## src/rtl/pipe_pkg.sv

```systemverilog
// Shared pipeline-control definitions: stall encodings, stage bit indices,
// mult/div sequencer state and a counter-width helper.
package pipe_pkg;

  localparam int STALL_W = 6;

  // Bit positions inside the stall vector
  localparam int ST_PC  = 0;
  localparam int ST_IF  = 1;
  localparam int ST_ID  = 2;
  localparam int ST_EX  = 3;
  localparam int ST_MEM = 4;
  localparam int ST_WB  = 5;

  // A stall from stage S holds S and every stage upstream of it
  localparam logic [STALL_W-1:0] STALL_NONE = 6'b000000;
  localparam logic [STALL_W-1:0] STALL_ID   = 6'b000111;
  localparam logic [STALL_W-1:0] STALL_EX   = 6'b001111;
  localparam logic [STALL_W-1:0] STALL_MEM  = 6'b011111;

  typedef enum logic [1:0] {
    MD_IDLE = 2'd0,
    MD_BUSY = 2'd1,
    MD_DONE = 2'd2
  } md_state_e;

  // Bits needed to hold values 0..n (never less than 1)
  function automatic int cnt_w(input int n);
    return (n < 2) ? 1 : $clog2(n + 1);
  endfunction

endpackage

```

## src/rtl/pipe_ctrl_md_seq.sv

```systemverilog
// Mult/div busy sequencer: holds EX for N cycles (start cycle included),
// then pulses done for one cycle. An abort (exception) drops straight to IDLE.
module md_seq
  import pipe_pkg::*;
#(
  parameter int MULT_CYCLES = 4,
  parameter int DIV_CYCLES  = 32
) (
  input  logic clk,
  input  logic reset,
  input  logic start,
  input  logic is_div,
  input  logic abort,
  output logic ex_req,
  output logic busy,
  output logic done
);

  localparam int MAXC = (DIV_CYCLES > MULT_CYCLES) ? DIV_CYCLES : MULT_CYCLES;
  localparam int CW   = cnt_w(MAXC);
  localparam logic [CW-1:0] MULT_LOAD = CW'(MULT_CYCLES - 1);
  localparam logic [CW-1:0] DIV_LOAD  = CW'(DIV_CYCLES - 1);

  md_state_e       state_q, state_d;
  logic [CW-1:0]   cnt_q, cnt_d;
  logic [CW-1:0]   load;

  // Next state / outputs. cnt holds the remaining BUSY cycles; BUSY is left
  // when the decremented count reaches zero, so BUSY lasts N-1 cycles.
  always_comb begin
    state_d = state_q;
    cnt_d   = cnt_q;
    ex_req  = 1'b0;
    busy    = 1'b0;
    done    = 1'b0;
    load    = is_div ? DIV_LOAD : MULT_LOAD;
    case (state_q)
      MD_IDLE, MD_DONE: begin
        done    = (state_q == MD_DONE);
        state_d = MD_IDLE;
        if (start) begin
          ex_req  = 1'b1;
          cnt_d   = load;
          state_d = (load == '0) ? MD_DONE : MD_BUSY;
        end
      end
      MD_BUSY: begin
        ex_req = 1'b1;
        busy   = 1'b1;
        cnt_d  = cnt_q - CW'(1);
        if (cnt_d == '0) state_d = MD_DONE;
      end
      default: state_d = MD_IDLE;
    endcase
    if (abort) begin
      state_d = MD_IDLE;
      cnt_d   = '0;
      done    = 1'b0;
    end
  end

  // State and counter registers
  always_ff @(posedge clk) begin
    if (reset) begin
      state_q <= MD_IDLE;
      cnt_q   <= '0;
    end else begin
      state_q <= state_d;
      cnt_q   <= cnt_d;
    end
  end

endmodule

```

## src/rtl/pipe_ctrl.sv

```systemverilog
// Pipeline sequencing controller: stall arbitration, PC redirect arbitration
// (exception over branch), mult/div sequencer and memory-wait timeout.
module pipe_ctrl
  import pipe_pkg::*;
#(
  parameter int          MULT_CYCLES = 4,
  parameter int          DIV_CYCLES  = 32,
  parameter int          MEM_TIMEOUT = 255,
  parameter logic [31:0] EXC_VECTOR  = 32'h0000_0180
) (
  input  logic               clk,
  input  logic               reset,
  input  logic               stallreq_id,
  input  logic               md_start,
  input  logic               md_is_div,
  input  logic               mem_req,
  input  logic               mem_ready,
  input  logic               exc_valid,
  input  logic               branch_taken,
  input  logic [31:0]        branch_target,
  output logic [STALL_W-1:0] stall,
  output logic               flush,
  output logic               branchEnable,
  output logic [31:0]        branchAddress,
  output logic               md_busy,
  output logic               md_done,
  output logic               mem_timeout
);

  localparam int WW = cnt_w(MEM_TIMEOUT);
  localparam logic [WW-1:0] WMAX = WW'(MEM_TIMEOUT);

  logic          ex_req;
  logic          mem_rq;
  logic [WW-1:0] wcnt_q, wcnt_d;
  logic          mem_timeout_q, mem_timeout_d;

  md_seq #(
    .MULT_CYCLES (MULT_CYCLES),
    .DIV_CYCLES  (DIV_CYCLES)
  ) u_md_seq (
    .clk    (clk),
    .reset  (reset),
    .start  (md_start),
    .is_div (md_is_div),
    .abort  (exc_valid),
    .ex_req (ex_req),
    .busy   (md_busy),
    .done   (md_done)
  );

  // Memory-wait counter: counts consecutive waiting cycles, saturates, and
  // latches the timeout flag on the edge where it reaches MEM_TIMEOUT.
  always_comb begin
    mem_rq        = mem_req & ~mem_ready;
    wcnt_d        = wcnt_q;
    mem_timeout_d = mem_timeout_q;
    if (exc_valid || !mem_rq)  wcnt_d = '0;
    else if (wcnt_q != WMAX)   wcnt_d = wcnt_q + WW'(1);
    if (mem_rq && !exc_valid && (wcnt_d == WMAX)) mem_timeout_d = 1'b1;
  end

  // Wait counter and sticky timeout registers
  always_ff @(posedge clk) begin
    if (reset) begin
      wcnt_q        <= '0;
      mem_timeout_q <= 1'b0;
    end else begin
      wcnt_q        <= wcnt_d;
      mem_timeout_q <= mem_timeout_d;
    end
  end

  assign mem_timeout = mem_timeout_q;

  // Stall and redirect arbitration; an exception flushes and wins everything.
  // Combinational so pc sees the stall at the same edge it acts on.
  always_comb begin
    stall         = STALL_NONE;
    flush         = 1'b0;
    branchEnable  = 1'b0;
    branchAddress = 32'h0;
    if (exc_valid) begin
      flush         = 1'b1;
      branchEnable  = 1'b1;
      branchAddress = EXC_VECTOR;
    end else begin
      if (mem_rq)           stall = STALL_MEM;
      else if (ex_req)      stall = STALL_EX;
      else if (stallreq_id) stall = STALL_ID;
      if (branch_taken) begin
        branchEnable  = 1'b1;
        branchAddress = branch_target;
      end
    end
  end

endmodule
```

## config.mk

```make
export PLATFORM = sky130hd
export DESIGN_NAME = pipe_ctrl
export DESIGN_NICKNAME = d
export VERILOG_FILES = /design/src/rtl/pipe_pkg.sv /design/src/rtl/pipe_ctrl_md_seq.sv /design/src/rtl/pipe_ctrl.sv
export SDC_FILE = /design/constraint.sdc
export NUM_CORES = 1
export LEC_CHECK = 0
export CORE_MARGIN = 2
export CORE_UTILIZATION = 35
export CTS_BUF_LIST = sky130_fd_sc_hd__clkbuf_4 sky130_fd_sc_hd__clkbuf_8
export DETAILED_ROUTE_END_ITERATION = 8
export PLACE_DENSITY = 0.89
export SLEW_MARGIN = 30
export SYNTH_ARGS = -nofsm -noshare
export SYNTH_HDL_FRONTEND = slang
export SYNTH_SLANG_ARGS = --single-unit
```

## constraint.sdc

```tcl
create_clock -name clk -period 2 [get_ports clk]
set_input_delay 0.4 -clock clk [delete_from_list [all_inputs] [get_ports clk]]
set_output_delay 0.4 -clock clk [all_outputs]
set_load 0.02 [all_outputs]
```

Word-level counts from Yosys, hierarchy flattened
Index checks and enable logic that the tools add are counted.
Storage, ports and cells
  logic and storage cells: 49
  register bits: 17
  output and inout bits: 43
Operators by class
  mux-type cells: 23
  reductions and logical operators: 12
  eq/ne operators: 6
  bitwise operators: 2
  add/subtract/negate cells: 2
Operators with widths (count)
  $mux 32: 2
  $mux 8: 2
  $mux 5: 3
  $logic_not 6->1: 2
  $pmux 6 s2: 1
  $add 8x1->8 const B: 1
  $eq 8x8->1 const B: 1
  $ne 8x8->1 const B: 1
  $mux 1: 7
  $mux 2: 3
  $mux 6: 1
  $sub 6x1->6 const B: 1
  $mux 4: 1
  $pmux 2 s2: 1
  $reduce_or 2->1: 2
  $mux 3: 1
  $eq 2x1->1 const B: 1
  $eq 2x2->1 const B: 1
  $logic_and 1x1->1: 2
  $logic_not 1->1: 2
  $logic_not 2->1: 1
  $ne 2x1->1 const B: 1
  $ne 2x2->1 const B: 1
  $pmux 1 s2: 1
  5 further kinds: 5

Logic depth before layout (Yosys ltp)
Gate-level depths: netlist (run 1).
  depth after elaboration: 7
  gate-level depth with buffers: 6

By module
Synthesis (run 1) repeated with hierarchy kept, for this count alone.
Second synthesis, totals
  cell total of the unflattened synthesis: 161
  area, all modules: 1258.7 sq um
By module, submodules not included
  pipe_ctrl: seq. area each 180.2 sq um, cells an instance 111, times used 1, area an instance 793.3 sq um
  md_seq: seq. area each 160.2 sq um, cells an instance 50, times used 1, area an instance 465.4 sq um

Least setup slack after synthesis (run 1)
Ideal clock, no wire load.
  path kind: flip-flop to output port
  start: register u_md_seq.state_q[1]
  end: output stall[1]
  data arrival time: 1717 ps
  cell stages (with the launch flop): 7
  setup slack: -117 ps
  cell sequence: dfxtp_1 > nand2b_1 > clkbuf_1 > inv_1 > nor2_1 > a31oi_1 > buf_4
Between the ends
  cells in the longest elaborated chain, start to end: 6
Ends and longest elaborated chain
  from (decl): RTL line pipe_ctrl_md_seq.sv:24  | md_state_e state_q, state_d;
  from (signal assigned): RTL line pipe_ctrl_md_seq.sv:68  | state_q <= state_d;
  $eq 2x2->1 / $logic_not 2->1 (equally long branches): RTL line pipe_ctrl_md_seq.sv:37  | case (state_q)
  $reduce_or 2->1: RTL line pipe_ctrl_md_seq.sv:37
  $pmux 1 s2 (*): RTL line pipe_ctrl_md_seq.sv:37
  $mux 4 (*): RTL line pipe_ctrl.sv:89  | else if (ex_req) stall = STALL_EX;
  $mux 5 (*): RTL line pipe_ctrl.sv:88  | if (mem_rq) stall = STALL_MEM;
  $mux 5 (*): RTL line pipe_ctrl.sv:83  | if (exc_valid) begin
  to (decl): RTL line pipe_ctrl.sv:21  | output logic [STALL_W-1:0] stall,
Every way passes the cells marked *; elsewhere a longest branch is shown, timed or not.

Worst setup path in the final report (run 1)
  start: input branch_taken
  end: output branchEnable
Between the ends
  cells in the longest elaborated chain, start to end: 2
Ends and longest elaborated chain
  from (decl): RTL line pipe_ctrl.sv:19  | input logic branch_taken,
  $mux 1: RTL line pipe_ctrl.sv:91  | if (branch_taken) begin
  $mux 1: RTL line pipe_ctrl.sv:83
  to (decl): RTL line pipe_ctrl.sv:23  | output logic branchEnable,
No other way between the ends.

==> impl_metrics.csv, run 1 <==
group,metric,value,unit
run_status,result_of_the_run,"finished, final reports clean",
cells_and_area,drive_above_1_share,24.1,%
worst_setup_path,setup.reg_to_reg.worst_slack,0.15,ns
worst_setup_path,crit_fanout,3,
pwr,p_per_area,425,mW/mm2
hold_path,holdCritStartpoint,"mem_timeout$_SDFFE_PP0P_",
logic_synthesis,synthFlopType,"sky130_fd_sc_hd__dfxtp_1",
grt,grt_start_max_net_pins,31,
sta,slew_violations,0,
logic_synthesis,synth_cell_types,39,
clock_network,tritoncts,"done",
clock_network,h-tree-depth,1,
worst_setup_path,crit-reg2reg-capture,"mem_timeout$_SDFFE_PP0P_",
sta,rsz_0062_raised_after_global_routing,"false",
worst_setup_path,cp.required,1.60,ns
worst_setup_path,worstSetupStartpointType,"input pin",
place,dpl_wire_length,3020,um
hold_path,worstHoldPathType,"reg2reg",
logic_synthesis,syn-cell-area,0.00120,mm2
clock_network,clk_path_buf_depth,2,
logic_synthesis,syn-num-nets,202,
routing,wirelength,3850,um
floorplanning,ioPinCount,84,
place,place_congestion,0.853,
routing,wl_per_cell,13.4,um
cells_and_area,antenna_cells_inserted,0,
worst_setup_path,cp.arrival,1.55,ns
place,place_worst_setup_slack,-0.397,ns
sta,timing.final.crit_share,97.4,%
floorplanning,core-area,0.00331,mm2
cells_and_area,instances_no_fill,287,
sta,timing.final.crit_period,1.95,ns
worst_setup_path,crit_start,"branch_taken",
grt,via_count_of_the_first_global_routing_pass,1256,
cells_and_area,finish.net_count,286,
worst_setup_path,worstReg2RegStart,"wcnt_q[0]$_SDFF_PP0_",
sta,fin_hold_viols,0,
floorplanning,fp.dieArea,0.00391,mm2
grt,grt_antenna_before_repair,0,
sta,post_route_skew,0.00503,ns
floorplanning,initial_core_utilization,36.2,%
hold_path,worstHoldEndpoint,"mem_timeout$_SDFFE_PP0P_",
sta,final_count_of_negative_setup_slack_endpoints,0,
logic_synthesis,synth_enable_flop_cells,0,
hold_path,worst_hold_path.num_cells,2,
worst_setup_path,path_class,"in2out",
grt,global_route.overflow_total,0,
worst_setup_path,r2r.worst_path.cells,5,
clock_network,postCtsSetupRepairBufs,0,
grt,grt_pass1_wl,6150,um
worst_setup_path,cp-end-kind,"output pin",
logic_synthesis,netlist_instances,158,
routing,drt_pre_antenna_iters,4,
run,maxCapViolCount,0,
logic_synthesis,synth.yosys.seq_area_share,28.4,%
clock_network,tritoncts_num_sinks,17,
logic_synthesis,postSynth.asyncResetShare,0,%
routing,detail_routed_via_count_per_cell,5.05,
clock_network,cts_made_buffers,3,
routing,detailroute.via_count,1448,
floorplanning,die_y,62.6,um
floorplanning,placement_rows,21,
pwr,max-vdd-ir-drop,0.000343,V
clock_network,cts.root.buffer_cell,"sky130_fd_sc_hd__clkbuf_4",
floorplanning,die_width,62.6,um
grt,grtUsageTotal,19.1,%
sta,post-route-worst-setup-slack,0.0521,ns
routing,remaining_drc_errors,0,
place,port_buffers,82,
clock_network,clock_insertion_delay_worst_skew,0.30,ns
routing,drtAntennaViolNets,0,
place,cell_total_after_placement,283,
clock_network,clk_transition_reported_paths,0.10,ns
sta,max_freq,0.513,GHz
clock_network,cts_stage_hold_buffer_count,0,
routing,drt_iter0_markers,52,
pwr,power.leakage,0.877,nW
logic_synthesis,avgSynthCellArea,7.59,um2
logic_synthesis,synthesis.yosys.warnings,0,
cells_and_area,flow.area_growth_from_synthesis,62.9,%
logic_synthesis,ys_seq_elements,17,
## cell type report
cell class | instances | area (um2)
fillers | 343 | 1360
well taps | 46 | 57.6
clock buffers | 4 | 30.0
flip-flops and latches | 17 | 340
repair buffers | 91 | 728
multi-input cells | 124 | 779
inverters | 5 | 18.8
## critical path, cell delays in order
cell and delay, ns:
sky130_fd_sc_hd__clkdlybuf4s50_1 0.42, sky130_fd_sc_hd__buf_4 0.15, sky130_fd_sc_hd__or2_2 0.26, sky130_fd_sc_hd__dlygate4sd2_1 0.32
## where the power goes
group	switching [mW]	leakage (nW)	internal [mW]	total [mW]
Sequential	0.00952	0.138	0.345	0.355
Clock	0.113	0.0184	0.0913	0.205
Combinational	0.126	0.720	0.146	0.272
Total	0.248	0.877	0.583	0.831
## Yosys cell counts (3+ instances only)
| master | number | area share (%) |
|---|---|---|
| sky130_fd_sc_hd__nand2b_1 | 3 | 1.6 |
| sky130_fd_sc_hd__a21oi_1 | 8 | 3.3 |
| sky130_fd_sc_hd__ha_1 | 3 | 3.1 |
| sky130_fd_sc_hd__inv_1 | 5 | 1.6 |
| sky130_fd_sc_hd__or2_2 | 3 | 1.6 |
| sky130_fd_sc_hd__nor2_1 | 16 | 5.0 |
| sky130_fd_sc_hd__dfxtp_1 | 17 | 28 |
| sky130_fd_sc_hd__nor3_1 | 6 | 2.5 |
| sky130_fd_sc_hd__nand3_1 | 5 | 2.1 |
| sky130_fd_sc_hd__and3_1 | 3 | 1.6 |
| sky130_fd_sc_hd__buf_4 | 4 | 2.5 |
| sky130_fd_sc_hd__and2_1 | 30 | 16 |
| sky130_fd_sc_hd__a31oi_1 | 6 | 3.1 |
| sky130_fd_sc_hd__clkbuf_1 | 6 | 1.9 |
| sky130_fd_sc_hd__o21ai_0 | 7 | 2.9 |
| sky130_fd_sc_hd__nand2_1 | 4 | 1.3 |
## state kept, by name, indices dropped and copies added, names as in the netlist
signal / count
u_md_seq.cnt_q: 6
u_md_seq.state_q: 2
wcnt_q: 8
mem_timeout: 1
## layout by cell type (no fill, tap or decap), types with 2 or more instances in the layout
cell and n:
sky130_fd_sc_hd__nor2_1 16, sky130_fd_sc_hd__or2_2 3, sky130_fd_sc_hd__a21oi_1 8, sky130_fd_sc_hd__and4b_1 2
sky130_fd_sc_hd__nor3b_1 2, sky130_fd_sc_hd__a21o_2 2, sky130_fd_sc_hd__or4_1 2, sky130_fd_sc_hd__nand4_1 2
sky130_fd_sc_hd__a211oi_1 2, sky130_fd_sc_hd__nand3_1 5, sky130_fd_sc_hd__nand2_1 4, sky130_fd_sc_hd__and2_1 30
sky130_fd_sc_hd__buf_2 33, sky130_fd_sc_hd__nor3_1 6, sky130_fd_sc_hd__o21ai_0 7, sky130_fd_sc_hd__inv_1 5
sky130_fd_sc_hd__buf_4 9, sky130_fd_sc_hd__xor2_1 2, sky130_fd_sc_hd__dfxtp_1 17, sky130_fd_sc_hd__and4_1 2
sky130_fd_sc_hd__a31oi_1 5, sky130_fd_sc_hd__ha_1 2, sky130_fd_sc_hd__and3_1 3, sky130_fd_sc_hd__clkbuf_4 4
sky130_fd_sc_hd__dlygate4sd2_1 6, sky130_fd_sc_hd__nand2b_1 2, sky130_fd_sc_hd__clkdlybuf4s50_1 41
## per-stage QoR
| step | area [um2] | power, mW | util [%] | hold WS, ns | TNS [ns] |
|---|---|---|---|---|---|
| 3_5_place_dp | 2090 | 0.667 | 63.1 | 0.453 | -14.58 |
| 5_1_grt | 1950 | 0.874 | 59.0 | 0.493 | 0 |
| 6_report | 1950 | 0.831 | 59.0 | 0.470 | 0 |
| 4_1_cts | 2080 | 0.845 | 62.7 | 0.468 | 0 |
| 3_3_place_gp | 2090 | 0.661 | 63.1 | 0.444 | -14.28 |
| 2_1_floorplan | 1210 | 0.497 | - | 0.456 | 0 |
## metal layers
metal / vias up / share of wire, % / track usage, % / routed length (um)
met5: - / 0 / 0 / 0
met4: 0 / 1.2 / 5.83 / 45
met3: 7 / 7.2 / 3.60 / 277
met2: 71 / 50 / 34.9 / 1930
met1: 649 / 42 / 22.4 / 1600
li1: 721 / - / - / -
## what timing repair did
item,CTS,global route
resized for setup,122,25
endpoints found under the hold margin,0,0
setup endpoints to repair,41,27
## how the worst max path moves through the flow
stage	depth (start not counted)	end
floorplan	6	stall[1]
global placement	5	branchAddress[22]
detailed placement	5	branchAddress[15]
CTS	5	branchAddress[29]
global route	6	mem_timeout$_SDFFE_PP0P_
finish	4	branchEnable
## cell families (layout without fill, tap and decap cells)
| group | count (synthesis) | after routing | share of synthesized area (%) |
|---|---|---|---|
| other | 1 | 1 | 0.313 |
| AOI/OAI and AO/OA | 31 | 31 | 16.1 |
| DFF | 17 | 17 | 28.4 |
| and+or+nand+nor | 86 | 86 | 42.1 |
| buffers and inverters | 17 | 100 | 7.82 |
| adders and majority gates | 3 | 3 | 3.13 |
| xor gates and xnor gates | 3 | 3 | 2.19 |
(Power assumes the default switching activity.)
==> inputs of run 2 (changes only) <==
Settings changed: CTS_CLUSTER_DIAMETER from default to 30, MAX_ROUTING_LAYER from default to met4.
==> impl_metrics.csv, run 2 (same netlist as run 1, synthesis figures left out) <==
group,metric,value,unit
run_status,result_of_the_run,"finished, final reports clean",
worst_setup_path,worstPathBufferInverterCount,2,
pwr,intPower,0.584,mW
cells_and_area,fillCellCount,310,
place,placement.cell_area,0.00209,mm2
worst_setup_path,worstSetupStartpointType,"input pin",
routing,wirelength,3700,um
cells_and_area,antenna_cells_inserted,0,
clock_network,tritoncts_num_sinks,17,
cells_and_area,largest_register_ff_count,8,
cells_and_area,utilization,59.4,%
pwr,power.leakage,0.894,nW
clock_network,clk_path_buf_depth,2,
routing,detail_routed_via_count_per_cell,4.92,
routing,wl_per_cell,12.9,um
clock_network,h-tree-depth,1,
cells_and_area,instances_no_fill,287,
worst_setup_path,cp.required,1.60,ns
routing,drtAntennaViolNets,0,
floorplanning,core-area,0.00331,mm2
clock_network,clock_insertion_delay_worst_skew,0.30,ns
worst_setup_path,timing.critical_path.slowest_stage_cell,"sky130_fd_sc_hd__clkdlybuf4s50_1",
sta,post_route_skew,0.000831,ns
pwr,power.switching_fraction,29.9,%
grt,grt_antenna_before_repair,0,
clock_network,cts.root.buffer_cell,"sky130_fd_sc_hd__clkbuf_4",
worst_setup_path,crit_fanout,3,
floorplanning,placement_rows,21,
cells_and_area,drive_above_1_share,24.1,%
clock_network,postCtsSetupRepairBufs,0,
floorplanning,ioPinCount,84,
pwr,pwr-share-clk,24.6,%
hold_path,worstHoldEndpoint,"mem_timeout$_SDFFE_PP0P_",
cells_and_area,final_cell_mix,"sky130_fd_sc_hd__clkdlybuf4s50_1, sky130_fd_sc_hd__buf_2, sky130_fd_sc_hd__and2_1, sky130_fd_sc_hd__dfxtp_1, sky130_fd_sc_hd__nor2_1",
place,dpl_wire_length,2890,um
cells_and_area,flow.area_growth_from_synthesis,63.9,%
sta,rsz_0062_raised_after_global_routing,"false",
cells_and_area,area.sequential,340,um2
floorplanning,initial_core_utilization,36.2,%
sta,fin_hold_viols,0,
floorplanning,die_width,62.6,um
worst_setup_path,path_class,"in2out",
sta,slew_violations,0,
pwr,max-vdd-ir-drop,0.000315,V
grt,grtUsageTotal,19.7,%
hold_path,worstHoldPathType,"reg2reg",
worst_setup_path,worstPathCellList,"clkdlybuf4s50_1 > nor2b_1 > nor2_1 > a21oi_1 > buf_2",
pwr,p_seq_share,42.6,%
worst_setup_path,cp-end-kind,"output pin",
worst_setup_path,cp.arrival,1.51,ns
floorplanning,fp.dieArea,0.00391,mm2
grt,grt_pass1_wl,6150,um
sta,timing.final.crit_period,1.91,ns
worst_setup_path,worstReg2RegStart,"wcnt_q[0]$_SDFF_PP0_",
worst_setup_path,crit-reg2reg-capture,"mem_timeout$_SDFFE_PP0P_",
routing,remaining_drc_errors,0,
hold_path,holdCritStartpoint,"mem_timeout$_SDFFE_PP0P_",
place,port_buffers,82,
sta,final_count_of_negative_setup_slack_endpoints,0,
grt,grt_start_max_net_pins,31,
hold_path,worst_hold_path.num_cells,2,
cells_and_area,reg.largest.list,"wcnt_q (8), u_md_seq.cnt_q (6), u_md_seq.state_q (2)",
clock_network,cts_made_buffers,3,
routing,detailroute.via_count,1411,
cells_and_area,multi_input_area,783,um2
routing,drt_pre_antenna_iters,4,
sta,max_freq,0.524,GHz
cells_and_area,finish.net_count,286,
clock_network,clk_transition_reported_paths,0.09,ns
worst_setup_path,worst_path_dominant_cell_family,"buffers and inverters",
worst_setup_path,worst_path_largest_cell_delay,0.45,ns
pwr,p_sw,0.249,mW
floorplanning,die_y,62.6,um
clock_network,tritoncts,"done",
worst_setup_path,setup.reg_to_reg.worst_slack,0.15,ns
grt,global_route.overflow_total,0,
worst_setup_path,r2r.worst_path.cells,5,
cells_and_area,register_name_with_the_most_flops,"wcnt_q",
run,maxCapViolCount,0,
routing,drt_iter0_markers,32,
pwr,p_per_area,423,mW/mm2
sta,timing.final.crit_share,95.4,%
pwr,power_frac_comb,32.7,%
place,cell_total_after_placement,283,
cells_and_area,final_cell_area,0.00197,mm2
place,place_congestion,0.869,
grt,via_count_of_the_first_global_routing_pass,1275,
cells_and_area,mostFrequentLayoutCell,"sky130_fd_sc_hd__clkdlybuf4s50_1",
sta,setup-tns-final,0,ns
run 2: cell types whose count changed in the layout (fill, tap and decap cells not counted), sizes merged:
cell / change
clkdlybuf4s50: -1
dlygate4sd2: -1
clkdlybuf4s15: +1
dlymetal6s2s: +1
run 2: worst max path at each step:
stage	start	to	slack, ns	depth (start not counted)
final	md_start	stall[3]	0.09	5
after global routing	md_start	stall[0]	0.0008	5
after CTS	exc_valid	branchAddress[22]	0.003	5
after detailed placement	md_start	stall[2]	-0.41	5
after global placement	md_start	stall[3]	-0.38	5
after floorplan	u_md_seq.state_q[1]$_SDFFE_PP0P_	stall[1]	0.02	6
run 2: final cells by class:
type                    count  share of cell area [%]
well taps                  46                    2.93
repair buffers             91                    37.5
flip-flops and latches     17                    17.3
multi-input cells         124                    39.8
clock buffers               4                    1.53
inverters                   5                   0.954
run 2: what timing repair did:
| item | 4_1_cts | 5_1_grt |
|---|---|---|
| pin swaps | 0 | 1 |
| hold buffers | 0 | 0 |
| setup endpoints to repair | 40 | 36 |
| resized for setup | 144 | 6 |
run 2: metal layers:
| metal | wire length [um] | share of wire, % | GRT usage [%] |
|---|---|---|---|
| met1 | 1550 | 42 | 22.8 |
| met2 | 1780 | 48 | 33.5 |
| met3 | 314 | 8.5 | 5.05 |
| met4 | 44 | 1.2 | 5.83 |
| met5 | 0 | 0 | - |
run 2: power by group through the flow:
| stage | combinational, mW | clock [mW] | sequential, mW |
|---|---|---|---|
| 2_1_floorplan | 0.137 | 0 | 0.360 |
| 3_3_place_gp | 0.299 | 0 | 0.362 |
| 3_5_place_dp | 0.304 | 0 | 0.362 |
| 4_1_cts | 0.273 | 0.206 | 0.354 |
| 5_1_grt | 0.295 | 0.225 | 0.357 |
| 6_report | 0.273 | 0.205 | 0.355 |
run 2: worst register-to-register path, stage by stage, from the launching register on:
cell and delay [ns]:
sky130_fd_sc_hd__dfxtp_1 0.46, sky130_fd_sc_hd__ha_1 0.29, sky130_fd_sc_hd__and3_1 0.22, sky130_fd_sc_hd__a32oi_1 0.12, sky130_fd_sc_hd__or4b_4 0.49, sky130_fd_sc_hd__o32ai_2 0.19
run 2: per-stage QoR:
stage	power, mW	worst slack [ns]	hold slack, ns
4_1_cts	0.833	0.00335	0.466
2_1_floorplan	0.497	0.0242	0.456
3_5_place_dp	0.666	-0.413	0.452
3_3_place_gp	0.660	-0.376	0.444
5_1_grt	0.877	0.000835	0.501
6_report	0.833	0.0917	0.476
==> inputs of run 3 (changes only) <==
Settings changed: CTS_CLUSTER_SIZE from default to 8, REMOVE_ABC_BUFFERS from default to 1.
==> impl_metrics.csv, run 3 (same netlist as run 1, synthesis figures left out) <==
group,metric,value,unit
worst_setup_path,worstSetupStartpointType,"input pin",
worst_setup_path,cp.required,1.60,ns
worst_setup_path,worst_path_dominant_cell_family,"buffers and inverters",
routing,drtAntennaViolNets,0,
floorplanning,initial_core_utilization,36.2,%
pwr,max-vdd-ir-drop,0.000261,V
sta,rsz_0062_raised_after_global_routing,"false",
worst_setup_path,worstPathCellList,"dlygate4sd2_1 > and2b_4 > buf_4 > and2_1 > clkdlybuf4s15_1",
clock_network,h-tree-depth,1,
cells_and_area,final_cell_mix,"sky130_fd_sc_hd__clkdlybuf4s50_1, sky130_fd_sc_hd__dlygate4sd2_1, sky130_fd_sc_hd__and2_1, sky130_fd_sc_hd__dfxtp_1, sky130_fd_sc_hd__nor2_1",
place,port_buffers,82,
cells_and_area,mostFrequentLayoutCell,"sky130_fd_sc_hd__clkdlybuf4s50_1",
cells_and_area,largest_register_ff_count,8,
grt,grt_start_max_net_pins,16,
cells_and_area,fillCellCount,302,
worst_setup_path,r2r.worst_path.cells,5,
cells_and_area,reg.largest.list,"wcnt_q (8), u_md_seq.cnt_q (6), u_md_seq.state_q (2)",
run_status,result_of_the_run,"finished, final reports clean",
clock_network,tritoncts_num_sinks,17,
floorplanning,core-area,0.00331,mm2
floorplanning,die_y,62.6,um
worst_setup_path,cp-end-kind,"output pin",
place,place_congestion,0.798,
cells_and_area,drive_above_1_share,12.3,%
grt,via_count_of_the_first_global_routing_pass,1332,
worst_setup_path,cp.arrival,1.54,ns
floorplanning,ioPinCount,84,
cells_and_area,register_name_with_the_most_flops,"wcnt_q",
sta,slew_violations,0,
pwr,power.leakage,0.942,nW
worst_setup_path,timing.critical_path.depth,5,
clock_network,clk_transition_reported_paths,0.09,ns
worst_setup_path,crit_fanout,7,
floorplanning,die_width,62.6,um
sta,final_count_of_negative_setup_slack_endpoints,0,
routing,drt_pre_antenna_iters,4,
grt,global_route.overflow_total,0,
routing,wl_per_cell,13.2,um
cells_and_area,finish.net_count,288,
routing,detailroute.via_count,1422,
grt,grt_pass1_wl,6230,um
clock_network,tritoncts,"done",
clock_network,cts_stage_hold_buffer_count,0,
sta,post_route_skew,0.000334,ns
routing,wirelength,3810,um
floorplanning,fp.dieArea,0.00391,mm2
sta,holdWs,0.461,ns
cells_and_area,final_cell_area,0.00207,mm2
hold_path,worst_hold_path.num_cells,2,
run,maxCapViolCount,0,
routing,remaining_drc_errors,0,
clock_network,cts.root.buffer_cell,"sky130_fd_sc_hd__clkbuf_4",
worst_setup_path,timing.critical_path.slowest_stage_cell,"sky130_fd_sc_hd__and2b_4",
clock_network,clock_insertion_delay_worst_skew,0.30,ns
cells_and_area,antenna_cells_inserted,0,
grt,grt_antenna_before_repair,0,
clock_network,cts_made_buffers,3,
hold_path,worstHoldPathType,"reg2reg",
cells_and_area,utilization,62.4,%
pwr,p_per_area,406,mW/mm2
worst_setup_path,path_class,"in2out",
place,placement.cell_area,0.00206,mm2
clock_network,clk_path_buf_depth,2,
routing,detail_routed_via_count_per_cell,4.92,
cells_and_area,flow.area_growth_from_synthesis,72.2,%
sta,timing.final.crit_period,1.94,ns
routing,drt_iter0_markers,36,
worst_setup_path,worst_path_largest_cell_delay,0.31,ns
place,dpl_wire_length,2920,um
sta,max_freq,0.515,GHz
floorplanning,placement_rows,21,
sta,timing.final.crit_share,97.1,%
sta,fin_hold_viols,0,
sta,setup-tns-final,0,ns
worst_setup_path,worstPathBufferInverterCount,3,
grt,grtUsageTotal,20.5,%
==> run 3: tightest hold or removal path: stages (launching register included) <==
cell and delay (ns):
sky130_fd_sc_hd__dfxtp_1 0.32, sky130_fd_sc_hd__inv_1 0.05, sky130_fd_sc_hd__o32ai_1 0.05
==> run 3: path summary, 6_finish.rpt <==
kind                                          startpoint                        to  slack (ns)
worst max-delay path                           exc_valid         branchAddress[30]        0.06
worst min-delay path            mem_timeout$_SDFFE_PP0P_  mem_timeout$_SDFFE_PP0P_        0.46
worst max register to register      wcnt_q[0]$_SDFF_PP0_  mem_timeout$_SDFFE_PP0P_        0.15
worst min register to register  mem_timeout$_SDFFE_PP0P_  mem_timeout$_SDFFE_PP0P_        0.46
==> run 3: what timing repair did <==
item	4_1_cts	5_1_grt
setup endpoints to repair	41	8
pin swaps	1	0
cloned	2	0
resized for setup	57	8
buffers inserted	1	0
==> run 3: layout make-up <==
class | count | area, um2 | area share, %
inverters | 5 | 18.8 | 0.909
well taps | 46 | 57.6 | 2.79
multi-input cells | 126 | 795 | 38.5
flip-flops and latches | 17 | 340 | 16.5
repair buffers | 91 | 825 | 39.9
clock buffers | 4 | 30.0 | 1.45
==> run 3: power by group <==
group          switching, mW  internal, mW  total (mW)
clock                  0.113        0.0915       0.205
combinational          0.127         0.152       0.279
sequential           0.00887         0.345       0.354
==> run 3: metrics by stage <==
stage | setup WS, ns | cells | power [mW]
after floorplan | -0.331 | 146 | 0.479
after global placement | -0.513 | 282 | 0.654
after detailed placement | -0.546 | 282 | 0.661
after CTS | -0.0836 | 289 | 0.843
after global routing | 0.0170 | 289 | 0.876
final | 0.0587 | 289 | 0.838
==> run 3: per-layer routing <==
metal / vias up / global-route usage [%] / wire, um
met1: 620 / 23.6 / 1590
met5: - / - / 0
met4: 0 / 8.33 / 67
met3: 7 / 4.50 / 324
met2: 75 / 34.7 / 1830
li1: 720 / - / -
